$ cat src/rtl/sid_write_sequencer.sv
// Timed register-write sequencer: queues {delay, addr, data} commands and replays them onto the
// sid8580 register port, counting delays in ce_1m ticks. Readback commands: define SID_SEQ_READBACK_EN.
module sid_write_sequencer #(
    parameter int unsigned DEPTH = 16,
    parameter int unsigned DLY_W = 16
) (
    input  logic                   clk,
    input  logic                   reset,
    input  logic                   ce_1m,
    input  logic                   flush,
    input  logic                   cmd_valid,
    output logic                   cmd_ready,
    input  logic [DLY_W-1:0]       cmd_delay,
    input  logic [4:0]             cmd_addr,
    input  logic [7:0]             cmd_data,
    input  logic                   cmd_read,
    output logic                   sid_we,
    output logic [4:0]             sid_addr,
    output logic [7:0]             sid_data,
    input  logic [7:0]             sid_data_out,
    output logic                   rd_valid,
    output logic [7:0]             rd_data,
    output logic                   busy,
    output logic [$clog2(DEPTH):0] fifo_level
);
    localparam int unsigned AW = $clog2(DEPTH);
    localparam int unsigned LW = AW + 1;

    typedef struct packed {
        logic [DLY_W-1:0] delay;
        logic [4:0]       addr;
        logic [7:0]       data;
`ifdef SID_SEQ_READBACK_EN
        logic             rd;
`endif
    } entry_t;

`ifdef SID_SEQ_READBACK_EN
    typedef enum logic [1:0] {S_IDLE, S_WAIT, S_ISSUE, S_READ_CAP} state_t;
`else
    typedef enum logic [1:0] {S_IDLE, S_WAIT, S_ISSUE} state_t;
`endif

    state_t           state_q, state_d;
    entry_t           mem [DEPTH];
    entry_t           wr_entry;
    entry_t           head;
    logic [AW-1:0]    wr_ptr, rd_ptr;
    logic [LW-1:0]    count;
    logic [DLY_W-1:0] cnt_q;
    logic [4:0]       addr_q;
    logic [7:0]       data_q;
    logic             rd_q;
    logic             we_q;
    logic             fifo_empty;
    logic             push, pop, issue, issue_wr, cnt_dec;
`ifdef SID_SEQ_READBACK_EN
    logic             cap;
`endif

    assign fifo_empty = (count == '0);
    assign cmd_ready  = (count != LW'(DEPTH));
    assign push       = cmd_valid && cmd_ready && !flush;
    assign head       = mem[rd_ptr];
    assign fifo_level = count;
    assign busy       = (state_q != S_IDLE) || !fifo_empty;
    assign issue_wr   = issue && !rd_q;
    // Registered strobe, additionally masked so no write can escape during reset or flush.
    assign sid_we     = we_q && !reset && !flush;

    always_comb begin
        wr_entry.delay = cmd_delay;
        wr_entry.addr  = cmd_addr;
        wr_entry.data  = cmd_data;
`ifdef SID_SEQ_READBACK_EN
        wr_entry.rd    = cmd_read;
`endif
    end

    // Command storage; contents need no reset since count gates every read.
    always_ff @(posedge clk) begin
        if (push) begin
            mem[wr_ptr] <= wr_entry;
        end
    end

    always_ff @(posedge clk) begin
        if (reset) begin
            state_q <= S_IDLE;
        end else begin
            state_q <= state_d;
        end
    end

    // Next state and per-cycle control strobes; flush overrides everything.
    always_comb begin
        state_d = state_q;
        pop     = 1'b0;
        issue   = 1'b0;
        cnt_dec = 1'b0;
`ifdef SID_SEQ_READBACK_EN
        cap     = 1'b0;
`endif
        case (state_q)
            S_IDLE: begin
                if (!fifo_empty) begin
                    pop     = 1'b1;
                    state_d = S_WAIT;
                end
            end
            S_WAIT: begin
                if (ce_1m) begin
                    if (cnt_q == '0) begin
                        issue   = 1'b1;
                        state_d = S_ISSUE;
                    end else begin
                        cnt_dec = 1'b1;
                    end
                end
            end
            S_ISSUE: begin
`ifdef SID_SEQ_READBACK_EN
                if (rd_q) begin
                    cap     = 1'b1;
                    state_d = S_READ_CAP;
                end else begin
                    state_d = S_IDLE;
                end
`else
                state_d = S_IDLE;
`endif
            end
`ifdef SID_SEQ_READBACK_EN
            S_READ_CAP: state_d = S_IDLE;
`endif
            default: state_d = S_IDLE;
        endcase
        if (flush) begin
            state_d = S_IDLE;
            pop     = 1'b0;
            issue   = 1'b0;
            cnt_dec = 1'b0;
`ifdef SID_SEQ_READBACK_EN
            cap     = 1'b0;
`endif
        end
    end

    // FIFO pointers/level, working registers and the bus-side output registers.
    always_ff @(posedge clk) begin
        if (reset) begin
            wr_ptr   <= '0;
            rd_ptr   <= '0;
            count    <= '0;
            cnt_q    <= '0;
            addr_q   <= '0;
            data_q   <= '0;
            we_q     <= 1'b0;
            sid_addr <= '0;
            sid_data <= '0;
        end else begin
            we_q <= issue_wr;
            if (flush) begin
                wr_ptr <= '0;
                rd_ptr <= '0;
                count  <= '0;
            end else begin
                if (push) begin
                    wr_ptr <= wr_ptr + AW'(1);
                end
                if (pop) begin
                    rd_ptr <= rd_ptr + AW'(1);
                end
                count <= count + LW'(push) - LW'(pop);
            end
            if (pop) begin
                cnt_q  <= head.delay;
                addr_q <= head.addr;
                data_q <= head.data;
            end else if (cnt_dec) begin
                cnt_q <= cnt_q - DLY_W'(1);
            end
            if (issue) begin
                sid_addr <= addr_q;
                if (issue_wr) begin
                    sid_data <= data_q;
                end
            end
        end
    end

`ifdef SID_SEQ_READBACK_EN
    // Read path: address goes out in ISSUE, data is captured one clock later.
    always_ff @(posedge clk) begin
        if (reset) begin
            rd_q     <= 1'b0;
            rd_valid <= 1'b0;
            rd_data  <= '0;
        end else begin
            if (pop) begin
                rd_q <= head.rd;
            end
            rd_valid <= cap;
            if (cap) begin
                rd_data <= sid_data_out;
            end
        end
    end
`else
    logic unused_inputs;
    assign unused_inputs = ^{cmd_read, sid_data_out};
    assign rd_q          = 1'b0;
    assign rd_valid      = 1'b0;
    assign rd_data       = '0;
`endif

endmodule

$ cat config.mk
export PLATFORM = sky130hd
export DESIGN_NAME = sid_write_sequencer
export DESIGN_NICKNAME = d
export VERILOG_FILES = /design/src/rtl/sid_write_sequencer.sv
export SDC_FILE = /design/constraint.sdc
export NUM_CORES = 1
export LEC_CHECK = 0
export CAP_MARGIN = 20
export CELL_PAD_IN_SITES_DETAIL_PLACEMENT = 0
export CELL_PAD_IN_SITES_GLOBAL_PLACEMENT = 2
export CORE_ASPECT_RATIO = 1.4
export CORE_MARGIN = 3
export CORE_UTILIZATION = 47
export CTS_CLUSTER_DIAMETER = 200
export DETAILED_ROUTE_END_ITERATION = 6
export HOLD_SLACK_MARGIN = 0.02
export PLACE_DENSITY = 0.78
export SETUP_SLACK_MARGIN = 0.2
export SLEW_MARGIN = 20
export SYNTH_ARGS = -nofsm -noshare
export SYNTH_HDL_FRONTEND = slang
export SYNTH_SLANG_ARGS = --single-unit
$ cat constraint.sdc
create_clock -name clk -period 5.3 [get_ports clk]
set_input_delay 1.06 -clock clk [delete_from_list [all_inputs] [get_ports clk]]
set_output_delay 1.06 -clock clk [all_outputs]
set_load 0.05 [all_outputs]
======== Word level (Yosys, flattened, before mapping) ========
Memory sizes are Yosys's and may differ from the RTL's. A register that Yosys moved wholly into a read port is not among the register bits.
Cells that the tools add are included.
word-level totals
  memories ................................ 1
  output and inout bits ................... 30
  bits of input ports ..................... 43
  register bits ........................... 58
  bits in writable memories ............... 464
  logic and storage cells ................. 57
memories
  memory  depth  width  read ports  clocked after memory_dff  write ports  line  source
  mem     16     29     1           1                         1            45    entry_t mem [DEPTH];
operators by class
  add/subtract/negate cells ............... 5
  mux-type cells .......................... 21
  equality and inequality tests ........... 5
  reduce and logical (&&, ||, !) cells .... 15
operator list
  kind                                                                  count
  16-bit two-way mux                                                    2
  16-bit logical NOT                                                    1
  16-bit by 1-bit subtractor with 16-bit output, second input constant  1
  1-bit two-way mux                                                     13
  4-bit by 1-bit adder with 4-bit output, second input constant         2
  4-bit two-way mux                                                     2
  2-bit two-way mux                                                     3
  2-bit inequality test, second input constant                          3
  5-bit by 1-bit adder with 5-bit output                                1
  5-bit logical NOT                                                     1
  5-bit inequality test, second input constant                          1
  5-bit by 1-bit subtractor with 5-bit output                           1
  1-bit logical AND                                                     4
  2-bit case mux with 2 select lines                                    1
  2-bit nonzero test                                                    2
  1-bit logical NOT                                                     3
  3-bit AND reduction                                                   1
  2-bit by 1-bit == test with 1-bit output, second input constant       1
  2-bit logical NOT                                                     1
  2-bit OR reduction                                                    1
  1-bit logical OR                                                      1

======== Depth between registers and ports, before layout ========
Gate-level depths: netlist (run 1).
  depth after elaboration ................. 7
  depth in mapped cells ................... 15
  depth with buffers taken out ............ 14

======== Worst setup path before layout (run 1) ========
OpenSTA, ideal clock, no wires.
  kind .................................... input to register
  start ................................... in flush
  end ..................................... mem mem[3][0] (netlist name) (enable)
  slack ................................... 1.034 ns
  setup time .............................. 0.451 ns
  data arrival time ....................... 3.815 ns
  stages .................................. 3
  path buffers ............................ 0
  data required time ...................... 4.849 ns
  path through ............................ a311oi_1 > nand2_1 > nor3_1
between the ends
  cells in the longest elaborated chain, start to end .. 4
RTL lines
  what                                     line  source
  start, declared                          10    input logic flush,
  1-bit logical NOT                        63    assign push = cmd_valid && cmd_ready && !flush;
  1-bit logical AND                        63
  1-bit two-way mux                        82    if (push) begin
  1-bit two-way mux (not written as such)  83    mem[wr_ptr] <= wr_entry;
  end, declared                            45
No other way between the ends.

======== Final worst setup path (run 1) ========
  start ................................... in flush
  end ..................................... out sid_we
between the ends
  cells in the longest elaborated chain, start to end .. 2
RTL lines
  what               line  source
  1-bit logical NOT  69    assign sid_we = we_q && !reset && !flush;
  1-bit logical AND  69
  end, declared      17    output logic sid_we,
No other way between the ends.

==> results of run 1 <==
per-stage QoR:
stage | instances | hold slack (ns) | util [%] | area, sq um | worst slack (ns)
5_1_grt | 1714 | 0.531 | 54.8 | 23300 | 1.40
6_report | 1715 | 0.495 | 54.8 | 23300 | 1.50
3_5_place_dp | 1620 | 0.485 | 51.0 | 21700 | 1.21
2_1_floorplan | 1049 | 0.455 | - | 20400 | 1.03
3_3_place_gp | 1620 | 0.468 | 51.0 | 21700 | 1.18
4_1_cts | 1714 | 0.502 | 54.8 | 23300 | 1.44
sequential cells by signal (all words and copies together), names as in the netlist, 2 cells and up, named ones only:
name / cells
fifo_level: 5
wr_ptr: 4
rd_ptr: 4
mem: 464
sid_data: 8
sid_addr: 5
state_q: 2
addr_q: 5
cnt_q: 16
data_q: 8
report_power, final:
group,switching [mW],internal [mW]
Combinational,0.975,0.801
Sequential,0.193,4.64
Clock,1.51,2.05
Total,2.68,7.49
area by class of cell:
| type | count | area (sq um) |
|---|---|---|
| fill | 3275 | 19200 |
| sequential | 526 | 15200 |
| clock buffer | 58 | 1290 |
| clock inverter | 36 | 359 |
| multi-input combinational | 442 | 4930 |
| tap | 546 | 683 |
| timing repair buffer | 91 | 826 |
| inverter | 15 | 56.3 |
| antenna | 1 | 2.50 |
cells in the final DEF, fill, tap and decap left out, types with 6 or more instances in the layout:
| cell type | netlist | layout |
|---|---|---|
| sky130_fd_sc_hd__nor3_1 | 10 | 6 |
| sky130_fd_sc_hd__a211oi_1 | 10 | 10 |
| sky130_fd_sc_hd__xnor2_1 | 8 | 8 |
| sky130_fd_sc_hd__a21oi_1 | 36 | 36 |
| sky130_fd_sc_hd__inv_1 | 14 | 14 |
| sky130_fd_sc_hd__clkinv_1 | 0 | 13 |
| sky130_fd_sc_hd__conb_1 | 1 | 9 |
| sky130_fd_sc_hd__clkdlybuf4s50_1 | 0 | 53 |
| sky130_fd_sc_hd__clkinv_2 | 0 | 6 |
| sky130_fd_sc_hd__clkbuf_1 | 20 | 7 |
| sky130_fd_sc_hd__nor2_1 | 66 | 53 |
| sky130_fd_sc_hd__dfxtp_1 | 62 | 60 |
| sky130_fd_sc_hd__mux4_2 | 116 | 116 |
| sky130_fd_sc_hd__and3_1 | 6 | 6 |
| sky130_fd_sc_hd__mux2i_1 | 19 | 19 |
| sky130_fd_sc_hd__clkbuf_16 | 0 | 50 |
| sky130_fd_sc_hd__ha_1 | 13 | 13 |
| sky130_fd_sc_hd__nor2_4 | 0 | 12 |
| sky130_fd_sc_hd__buf_4 | 19 | 36 |
| sky130_fd_sc_hd__edfxtp_1 | 464 | 464 |
| sky130_fd_sc_hd__a22oi_1 | 42 | 42 |
| sky130_fd_sc_hd__xor2_1 | 9 | 9 |
| sky130_fd_sc_hd__nand2_1 | 14 | 14 |
| sky130_fd_sc_hd__bufinv_16 | 0 | 6 |
| sky130_fd_sc_hd__nand3_1 | 8 | 8 |
critical path, delay by kind of cell:
| family | cells | cell delay [ns] |
|---|---|---|
| buffers and inverters | 2 | 1.30 |
| AND/OR/NAND/NOR | 2 | 0.38 |
worst paths after layout:
check / startpoint / endpoint / cells past startpoint
min reg2reg: addr_q[1] / addr_q[1] / 2
max reg2reg: fifo_level[2] / mem[13][13] / 6
max: flush / sid_we / 4
min: addr_q[1] / addr_q[1] / 2
layer usage:
layer	GRT usage [%]	vias up
li1	-	4400
met1	24.2	5224
met2	34.6	228
met3	3.25	53
met4	4.90	0
met5	0	-
kinds of logic (layout without fill, tap and decap cells):
logic type	after synthesis	in the layout
buffers and inverters	81	200
other	1	10
AO/OA/AOI/OAI	118	118
flip-flops	526	526
XOR/XNOR	17	17
AND/OR/NAND/NOR	146	146
multiplexers	138	138
adder cells (fa/ha/maj)	14	14
==> qor.txt, run 1 <==
Status: completed
Synthesized area divided by synthesized cell count: 19.6 sq um
ANT nets after route: 0
WL met2: 23,400 microns
Total met3 wirelength after detailed routing: 1820 microns
Site Rows: 89
Path type of the worst min-delay path: reg -> reg
Count of buffers added by post-CTS timing repair for setup: 0
Sinks on Clock Net: 526
Metal-1 WL: 17,300 microns
Resized Gates After CTS: 0
Area share of the largest cell type after synthesis: 68.3%
Initial standard-cell utilization of the core: 47.9%
Antenna violations before repair: 0
CP most frequent cell: sky130_fd_sc_hd__clkdlybuf4s50_1
Largest stage delay on the critical path: 0.79 ns
Area leader, netlist: sky130_fd_sc_hd__edfxtp_1
Setup TNS: 0 ns
Final nets: 1,183
Final Hold Fails: 0
Worst slew pin tran: 1.05 ns
Highest Clock Rate: 263 MHz
Max Root-Sink Buffers: 3
Number of enable flip-flop cells after synthesis: 464
Share of cell area taken by muxes after synthesis: 13.9%
Area fraction in and, or, nand and nor cells after synthesis: 3.80%
GRT overflow: 0
Reg2Reg Setup Slack: 2.19 ns
Period minus WS final: 3.80 ns
Largest family of logic cells by synthesized area: multiplexers
Area of the die: 46,000 sq um
Final max-slew violation count: 0
Gate Count Post-Synth: 1,041
Num CTS Buffers: 50
Wire length of the first global-routing pass: 65,500 microns
Tot GR Track Use: 19.2%
H-tree lvl count: 2
First-pass iteration count of the detailed router: 4
TritonCTS clock tree: done
Yosys Warn Count: 0
Hold Buf Count CTS: 0
Total Power Consumption: 10.2 mW
Critical Path, Cell by Cell: clkdlybuf4s50_1 -> nor2_1 -> and2_1 -> clkdlybuf4s50_1
Largest cells by area after synthesis: sky130_fd_sc_hd__edfxtp_1, sky130_fd_sc_hd__mux4_2, sky130_fd_sc_hd__dfxtp_1
Top fanout value on the critical path: 6
Post-synthesis sequential area ratio: 74.4%
Post-detailed-route wirelength per cell: 25.3 microns
Crit path arrival time: 2.74 ns
Period utilisation layout: 71.7%
Top cells by count, synth: sky130_fd_sc_hd__edfxtp_1, sky130_fd_sc_hd__mux4_2, sky130_fd_sc_hd__nor2_1, sky130_fd_sc_hd__dfxtp_1, sky130_fd_sc_hd__a22oi_1
Total of flip-flops plus latches after synthesis: 526
Gp weighted congestion: 0.751
Main flop type after synthesis: sky130_fd_sc_hd__edfxtp_1
Fraction of final layout cells sized beyond drive strength 1: 22.9%
Ys async rst share: 0%
CP Class: in -> out
Detailed-placement wirelength estimate: 24,500 microns
Synth unique cells: 61
Post-synthesis share of cell area spent on xor and xnor gates: 0.730%
Final wirelength: 43,400 microns
RSZ-0062 raised after global routing: no
Number of vias per cell after detailed routing: 5.78
Final setup violation count: 0
Clock edge transition at the registers on the reported setup and hold paths: 0.06 ns
Adder-cell area share of the yosys netlist: 0.896%
Leak Pwr: 7.27 nW
Clk root buf: sky130_fd_sc_hd__clkbuf_16
Maximum number of pins on one net before global-route repair: 64
Post-synthesis cell area: 20,400 sq um
Startpoint class of the critical path: primary input
Uppermost metal layer occupied by signal nets: met4
Worst slew margin: 29.8%
DRT iter0 DRCs: 846
Max rail drop VDD: 0.000294 V
CP endpoint kind: output pin
Area of the placeable core: 42,500 sq um
Syn-to-layout area delta: 14.4%
Max stage delay cell, worst path: sky130_fd_sc_hd__clkdlybuf4s50_1
Compound-gate portion of the synthesized area: 4.09%
Power density of the placed cells: 436 nW/um^2
Die height: 252 microns
Setup clock skew after layout: 0.0203 ns
Horizontal die dimension: 182 microns
Latest clock arrival within the worst-skew pair: 0.57 ns
Total number of vias: 9,905
Number of port buffers: 54
Data required, critical path: 4.24 ns
Vias in the first global route: 10,500
Library cell with the highest instance count after synthesis: sky130_fd_sc_hd__edfxtp_1
Ports placed on the boundary: 73
Maximum capacitance violations: 0
Number of design rule violations left after detail routing: 0
Note: power is estimated with default switching activity, not from simulation.
==> inputs of run 2 (changes only) <==
==> constraint.sdc (replaced) <==
create_clock -name clk -period 3.87 [get_ports clk]
set_input_delay 0.774 -clock clk [delete_from_list [all_inputs] [get_ports clk]]
set_output_delay 0.774 -clock clk [all_outputs]
set_load 0.05 [all_outputs]
==> qor.txt, run 2 (same netlist as run 1, synthesis figures left out) <==
Setup TNS: 0 ns (unchanged)
Ports placed on the boundary: 73 (unchanged)
Sinks on Clock Net: 526 (unchanged)
Multi-input gate area in the final layout: 4960 sq um (was 4930 sq um)
Largest register FFs: 464 (unchanged)
Path type of the worst min-delay path: reg -> reg (unchanged)
Maximum number of pins on one net before global-route repair: 55 (was 64)
Latest clock arrival within the worst-skew pair: 0.56 ns (was 0.57 ns)
Gp weighted congestion: 0.772 (was 0.751)
Setup clock skew after layout: 0.00791 ns (was 0.0203 ns)
Vias in the first global route: 10,600 (was 10,500)
Final max-slew violation count: 0 (unchanged)
Max Root-Sink Buffers: 3 (unchanged)
Hold Buf Count CTS: 0 (unchanged)
DP Area: 21,900 sq um (was 21,700 sq um)
Die height: 252 microns (unchanged)
CP Class: reg -> out (was in -> out)
Worst slew margin: 28.1% (was 29.8%)
Final Hold Fails: 0 (unchanged)
Syn-to-layout area delta: 15.5% (was 14.4%)
Most common cell after layout, fill and taps aside: sky130_fd_sc_hd__edfxtp_1 (unchanged)
Highest Clock Rate: 304 MHz
Final setup violation count: 0 (unchanged)
Startpoint class of the critical path: register (was primary input)
Fraction of final layout cells sized beyond drive strength 1: 23.1% (was 22.9%)
Post-detailed-route wirelength per cell: 26.1 microns (was 25.3 microns)
Num CTS Buffers: 49 (was 50)
Final Instance Area: 23,500 sq um (was 23,300 sq um)
Number of port buffers: 54 (unchanged)
H-tree lvl count: 2 (unchanged)
Register bank with the most flops: mem (unchanged)
Crit path arrival time: 2.52 ns (was 2.74 ns)
Clock edge transition at the registers on the reported setup and hold paths: 0.06 ns (about the same)
Sequential cell area: 15,200 sq um (unchanged)
Final wirelength: 44,700 microns (was 43,400 microns)
Resized Gates After CTS: 0 (unchanged)
Number of cells traversed by the worst hold path: 2 (unchanged)
Worst slew pin tran: 1.08 ns (was 1.05 ns)
Detailed-placement wirelength estimate: 23,900 microns (was 24,500 microns)
CP endpoint kind: output pin (unchanged)
ANT nets after route: 0 (unchanged)
Leak Pwr: 7.31 nW (was 7.27 nW)
Site Rows: 89 (unchanged)
Data required, critical path: 3.10 ns (was 4.24 ns)
Antenna violations before repair: 1 (was 0)
RSZ-0062 raised after global routing: no (unchanged)
Tot GR Track Use: 19.8% (was 19.2%)
Area of the placeable core: 42,500 sq um (unchanged)
Area of the die: 46,000 sq um (unchanged)
GRT overflow: 0 (unchanged)
Most frequent cells in the layout: sky130_fd_sc_hd__edfxtp_1, sky130_fd_sc_hd__mux4_2, sky130_fd_sc_hd__dfxtp_1 (unchanged)
Initial standard-cell utilization of the core: 47.9% (unchanged)
Period utilisation layout: 85.1%
Register-to-Register Path Depth: 14 (was 6)
Ant. Diodes: 0 (was 1)
Horizontal die dimension: 182 microns (unchanged)
Maximum capacitance violations: 0 (unchanged)
Leading registers by flop count: mem (464), cnt_q (16) (unchanged)
First-pass iteration count of the detailed router: 5 (was 4)
Max rail drop VDD: 0.000346 V (was 0.000294 V)
Count of buffers added by post-CTS timing repair for setup: 0 (unchanged)
Fillcell total: 3,253 (was 3,275)
Total number of vias: 10,000 (was 9,905)
Top fanout value on the critical path: 4 (was 6)
Period minus WS final: 3.29 ns
TritonCTS clock tree: done (unchanged)
Final nets: 1,183 (unchanged)
Power density of the placed cells: 592 nW/um^2 (was 436 nW/um^2)
Wire length of the first global-routing pass: 67,400 microns (was 65,500 microns)
Clk root buf: sky130_fd_sc_hd__clkbuf_16 (unchanged)
Number of design rule violations left after detail routing: 0 (unchanged)
DRT iter0 DRCs: 856 (was 846)
Number of vias per cell after detailed routing: 5.87 (was 5.78)
Status: completed (unchanged)
-- run 2: metal layers --
metal | wire (microns) | vias to the layer above | GRT usage (%) | part of all wire, %
met4 | 1200 | 2 | 6.01 | 2.7
met1 | 17900 | 5254 | 26.2 | 40
met2 | 23100 | 316 | 34.1 | 52
met3 | 2520 | 73 | 3.21 | 5.6
li1 | - | 4400 | - | -
met5 | 13 | - | 0 | 0.029
-- run 2: power by group --
group          total (mW)  switching, mW  internal [mW]
Clock                4.90           2.02           2.87
Combinational        2.46           1.32           1.14
Sequential           6.59          0.241           6.35
Total                14.0           3.58           10.4
-- run 2: worst max-delay path: stages (launching register included) --
cell and delay (ns):
sky130_fd_sc_hd__dfxtp_1 0.32, sky130_fd_sc_hd__inv_1 0.08, sky130_fd_sc_hd__ha_1 0.19, sky130_fd_sc_hd__nor4b_1 0.53, sky130_fd_sc_hd__nand2_1 0.10, sky130_fd_sc_hd__clkdlybuf4s50_1 0.73
-- run 2: path summary, 6_finish.rpt --
check | start | to | slack, ns
worst max-delay path | fifo_level[2] | busy | 0.58
worst max register to register | fifo_level[2] | fifo_level[4] | 0.86
worst min register to register | addr_q[4] | addr_q[4] | 0.49
worst min-delay path | addr_q[4] | addr_q[4] | 0.49
-- run 2: area by class of cell --
cell class                      instances  area share [%]
Timing Repair Buffer                   92            4.34
Multi-Input combinational cell        442            21.1
Tap cell                              546            2.90
Clock buffer                           60            5.56
Sequential cell                       526            64.5
Clock inverter                         30            1.43
Inverter                               15           0.239
-- run 2: metrics by stage --
stage	worst slack [ns]	total power, mW	utilization, %	instances	hold slack [ns]
CTS	0.548	14.1	55.4	1711	0.495
global placement	0.364	9.19	51.5	1621	0.470
global route	0.426	14.5	55.4	1711	0.520
floorplan	0.414	8.55	-	1049	0.455
finish	0.579	14.0	55.4	1711	0.490
detailed placement	0.352	9.21	51.5	1621	0.481
==> inputs of run 3 (changes only) <==
--- a/config.mk
+++ b/config.mk
@@ -14,7 +14,7 @@
 export CTS_CLUSTER_DIAMETER = 200
 export DETAILED_ROUTE_END_ITERATION = 6
 export HOLD_SLACK_MARGIN = 0.02
-export PLACE_DENSITY = 0.78
+export PLACE_DENSITY_LB_ADDON = 0.25
 export SETUP_SLACK_MARGIN = 0.2
 export SLEW_MARGIN = 20
 export SYNTH_ARGS = -nofsm -noshare
==> qor.txt, run 3 (same netlist as run 1, synthesis figures left out) <==
Total number of vias: 10,100 (was 10,000)
Site Rows: 89 (unchanged)
Most frequent cells in the layout: sky130_fd_sc_hd__edfxtp_1, sky130_fd_sc_hd__mux4_2, sky130_fd_sc_hd__dfxtp_1 (unchanged)
Area of the placeable core: 42,500 sq um (unchanged)
Count of buffers added by post-CTS timing repair for setup: 0 (unchanged)
TritonCTS clock tree: done (unchanged)
Latest clock arrival within the worst-skew pair: 0.57 ns (was 0.56 ns)
Register-to-Register Path Depth: 14 (unchanged)
Vias in the first global route: 10,500 (was 10,600)
Data required, critical path: 3.10 ns (about the same)
Highest Clock Rate: 308 MHz (was 304 MHz)
Number of logic stages on the critical path including buffering: 5 (unchanged)
Number of design rule violations left after detail routing: 0 (unchanged)
Worst slew pin tran: 0.835 ns (was 1.08 ns)
Clock edge transition at the registers on the reported setup and hold paths: 0.06 ns (about the same)
Final max-slew violation count: 0 (unchanged)
Antenna violations before repair: 0 (was 1)
Number of buffer and inverter instances along the worst setup path: 2 (unchanged)
Crit path arrival time: 2.48 ns (was 2.52 ns)
Hold Buf Count CTS: 0 (unchanged)
Number of port buffers: 54 (unchanged)
Largest register FFs: 464 (unchanged)
RSZ-0062 raised after global routing: no (unchanged)
Leading registers by flop count: mem (464), cnt_q (16) (unchanged)
Area of the die: 46,000 sq um (unchanged)
Multi-input gate area in the final layout: 4950 sq um (was 4960 sq um)
Ports placed on the boundary: 73 (unchanged)
DP Area: 21,900 sq um (about the same)
Syn-to-layout area delta: 14.9% (was 15.5%)
Power density of the placed cells: 581 nW/um^2 (was 592 nW/um^2)
Fraction of final layout cells sized beyond drive strength 1: 22.7% (was 23.1%)
Initial standard-cell utilization of the core: 47.9% (unchanged)
Number of vias per cell after detailed routing: 5.86 (was 5.87)
Final Hold Fails: 0 (unchanged)
Maximum capacitance violations: 0 (unchanged)
Top fanout value on the critical path: 4 (unchanged)
Horizontal die dimension: 182 microns (unchanged)
Number of cells traversed by the worst hold path: 2 (unchanged)
Setup TNS: 0 ns (unchanged)
Tot GR Track Use: 19.9% (was 19.8%)
CP endpoint kind: output pin (unchanged)
Slack of the critical path: 0.618 ns (was 0.579 ns)
Critical Path, Cell by Cell: inv_1 -> ha_1 -> nor4b_1 -> nand2_1 -> clkdlybuf4s50_1 (unchanged)
Largest stage delay on the critical path: 0.72 ns (was 0.73 ns)
Max rail drop VDD: 0.000357 V (was 0.000346 V)
Dominant delay contributor by cell family on the critical path: buffers and inverters (unchanged)
Setup slack after placement: 0.354 ns (was 0.352 ns)
Clk root buf: sky130_fd_sc_hd__clkbuf_16 (unchanged)
Post-detailed-route wirelength per cell: 26.3 microns (was 26.1 microns)
Period minus WS final: 3.25 ns (was 3.29 ns)
Path type of the worst min-delay path: reg -> reg (unchanged)
Startpoint class of the critical path: register (unchanged)
Sinks on Clock Net: 526 (unchanged)
Resized Gates After CTS: 0 (unchanged)
Worst hold slack: 0.487 ns (was 0.490 ns)
GRT overflow: 0 (unchanged)
DRT iter0 DRCs: 718 (was 856)
Status: completed (unchanged)
Most common cell after layout, fill and taps aside: sky130_fd_sc_hd__edfxtp_1 (unchanged)
Leak Pwr: 7.25 nW (was 7.31 nW)
Detailed-placement wirelength estimate: 24,000 microns (was 23,900 microns)
Final Instance Area: 23,400 sq um (was 23,500 sq um)
Ant. Diodes: 0 (unchanged)
Max stage delay cell, worst path: sky130_fd_sc_hd__clkdlybuf4s50_1 (unchanged)
Sequential cell area: 15,200 sq um (unchanged)
Maximum number of pins on one net before global-route repair: 47 (was 55)
Setup clock skew after layout: 0.0176 ns (was 0.00791 ns)
Num CTS Buffers: 49 (unchanged)
Final wirelength: 45,100 microns (was 44,700 microns)
Final setup violation count: 0 (unchanged)
CP Class: reg -> out (unchanged)
Wire length of the first global-routing pass: 67,400 microns (about the same)
H-tree lvl count: 2 (unchanged)
Gp weighted congestion: 0.781 (was 0.772)
Period utilisation layout: 84.0% (was 85.1%)
Register bank with the most flops: mem (unchanged)
First-pass iteration count of the detailed router: 5 (unchanged)
Final nets: 1,187 (was 1,183)
Max Root-Sink Buffers: 3 (unchanged)
Fillcell total: 3,334 (was 3,253)
Die height: 252 microns (unchanged)
Total Power Consumption: 13.6 mW (was 14.0 mW)
Worst slew margin: 44.3% (was 28.1%)
ANT nets after route: 0 (unchanged)
run 3: cell types whose count changed in the layout (fill, tap and decap cells not counted), moves of 3 or more:
| cell | change |
|---|---|
| sky130_fd_sc_hd__buf_4 | +7 |
| sky130_fd_sc_hd__bufinv_16 | -5 |
| sky130_fd_sc_hd__clkbuf_1 | +5 |
| sky130_fd_sc_hd__clkinv_1 | +4 |
| sky130_fd_sc_hd__buf_12 | -3 |
| sky130_fd_sc_hd__clkinv_2 | -3 |
| sky130_fd_sc_hd__inv_6 | +3 |
run 3: area by class of cell:
| class | instances | share of cell area (%) |
|---|---|---|
| sequential | 526 | 64.8 |
| multi-input combinational | 442 | 21.2 |
| clock buffer | 63 | 5.55 |
| timing repair buffer | 96 | 4.33 |
| tap | 546 | 2.92 |
| clock inverter | 29 | 0.972 |
| inverter | 15 | 0.240 |
run 3: power breakdown:
part,switching [mW],leakage [nW],internal (mW)
registers,0.212,4.68,6.35
clock network,2.04,0.736,2.53
logic,1.37,1.83,1.11
run 3: worst paths after layout:
path,startpoint,end,slack (ns)
min,addr_q[3],addr_q[3],0.49
min reg2reg,addr_q[3],addr_q[3],0.49
max reg2reg,fifo_level[3],fifo_level[4],0.90
max,fifo_level[3],busy,0.62
run 3: through the flow:
stage / util [%] / std cells
2_1_floorplan: - / 1049
3_3_place_gp: 51.5 / 1625
3_5_place_dp: 51.5 / 1625
4_1_cts: 55.1 / 1717
5_1_grt: 55.1 / 1717
6_report: 55.1 / 1717
run 3: worst reg2reg max path, stage by stage, from the launching register on:
cell	delay, ns
sky130_fd_sc_hd__dfxtp_1	0.33
sky130_fd_sc_hd__inv_1	0.08
sky130_fd_sc_hd__ha_1	0.19
sky130_fd_sc_hd__nor4b_1	0.51
sky130_fd_sc_hd__or4_2	0.24
sky130_fd_sc_hd__inv_1	0.05
sky130_fd_sc_hd__ha_1	0.26
sky130_fd_sc_hd__inv_1	0.04
sky130_fd_sc_hd__ha_1	0.20
sky130_fd_sc_hd__fa_1	0.45
sky130_fd_sc_hd__a21oi_1	0.16
sky130_fd_sc_hd__nor2_1	0.05
sky130_fd_sc_hd__nor2_1	0.13
sky130_fd_sc_hd__xnor2_1	0.14
sky130_fd_sc_hd__nor2_1	0.05
run 3: per-layer routing:
| layer | vias up | track usage (%) | wire, microns |
|---|---|---|---|
| li1 | 4400 | - | - |
| met1 | 5302 | 26.6 | 18100 |
| met2 | 281 | 33.9 | 23100 |
| met3 | 86 | 3.01 | 2410 |
| met4 | 0 | 6.69 | 1530 |
| met5 | - | 0 | 0 |
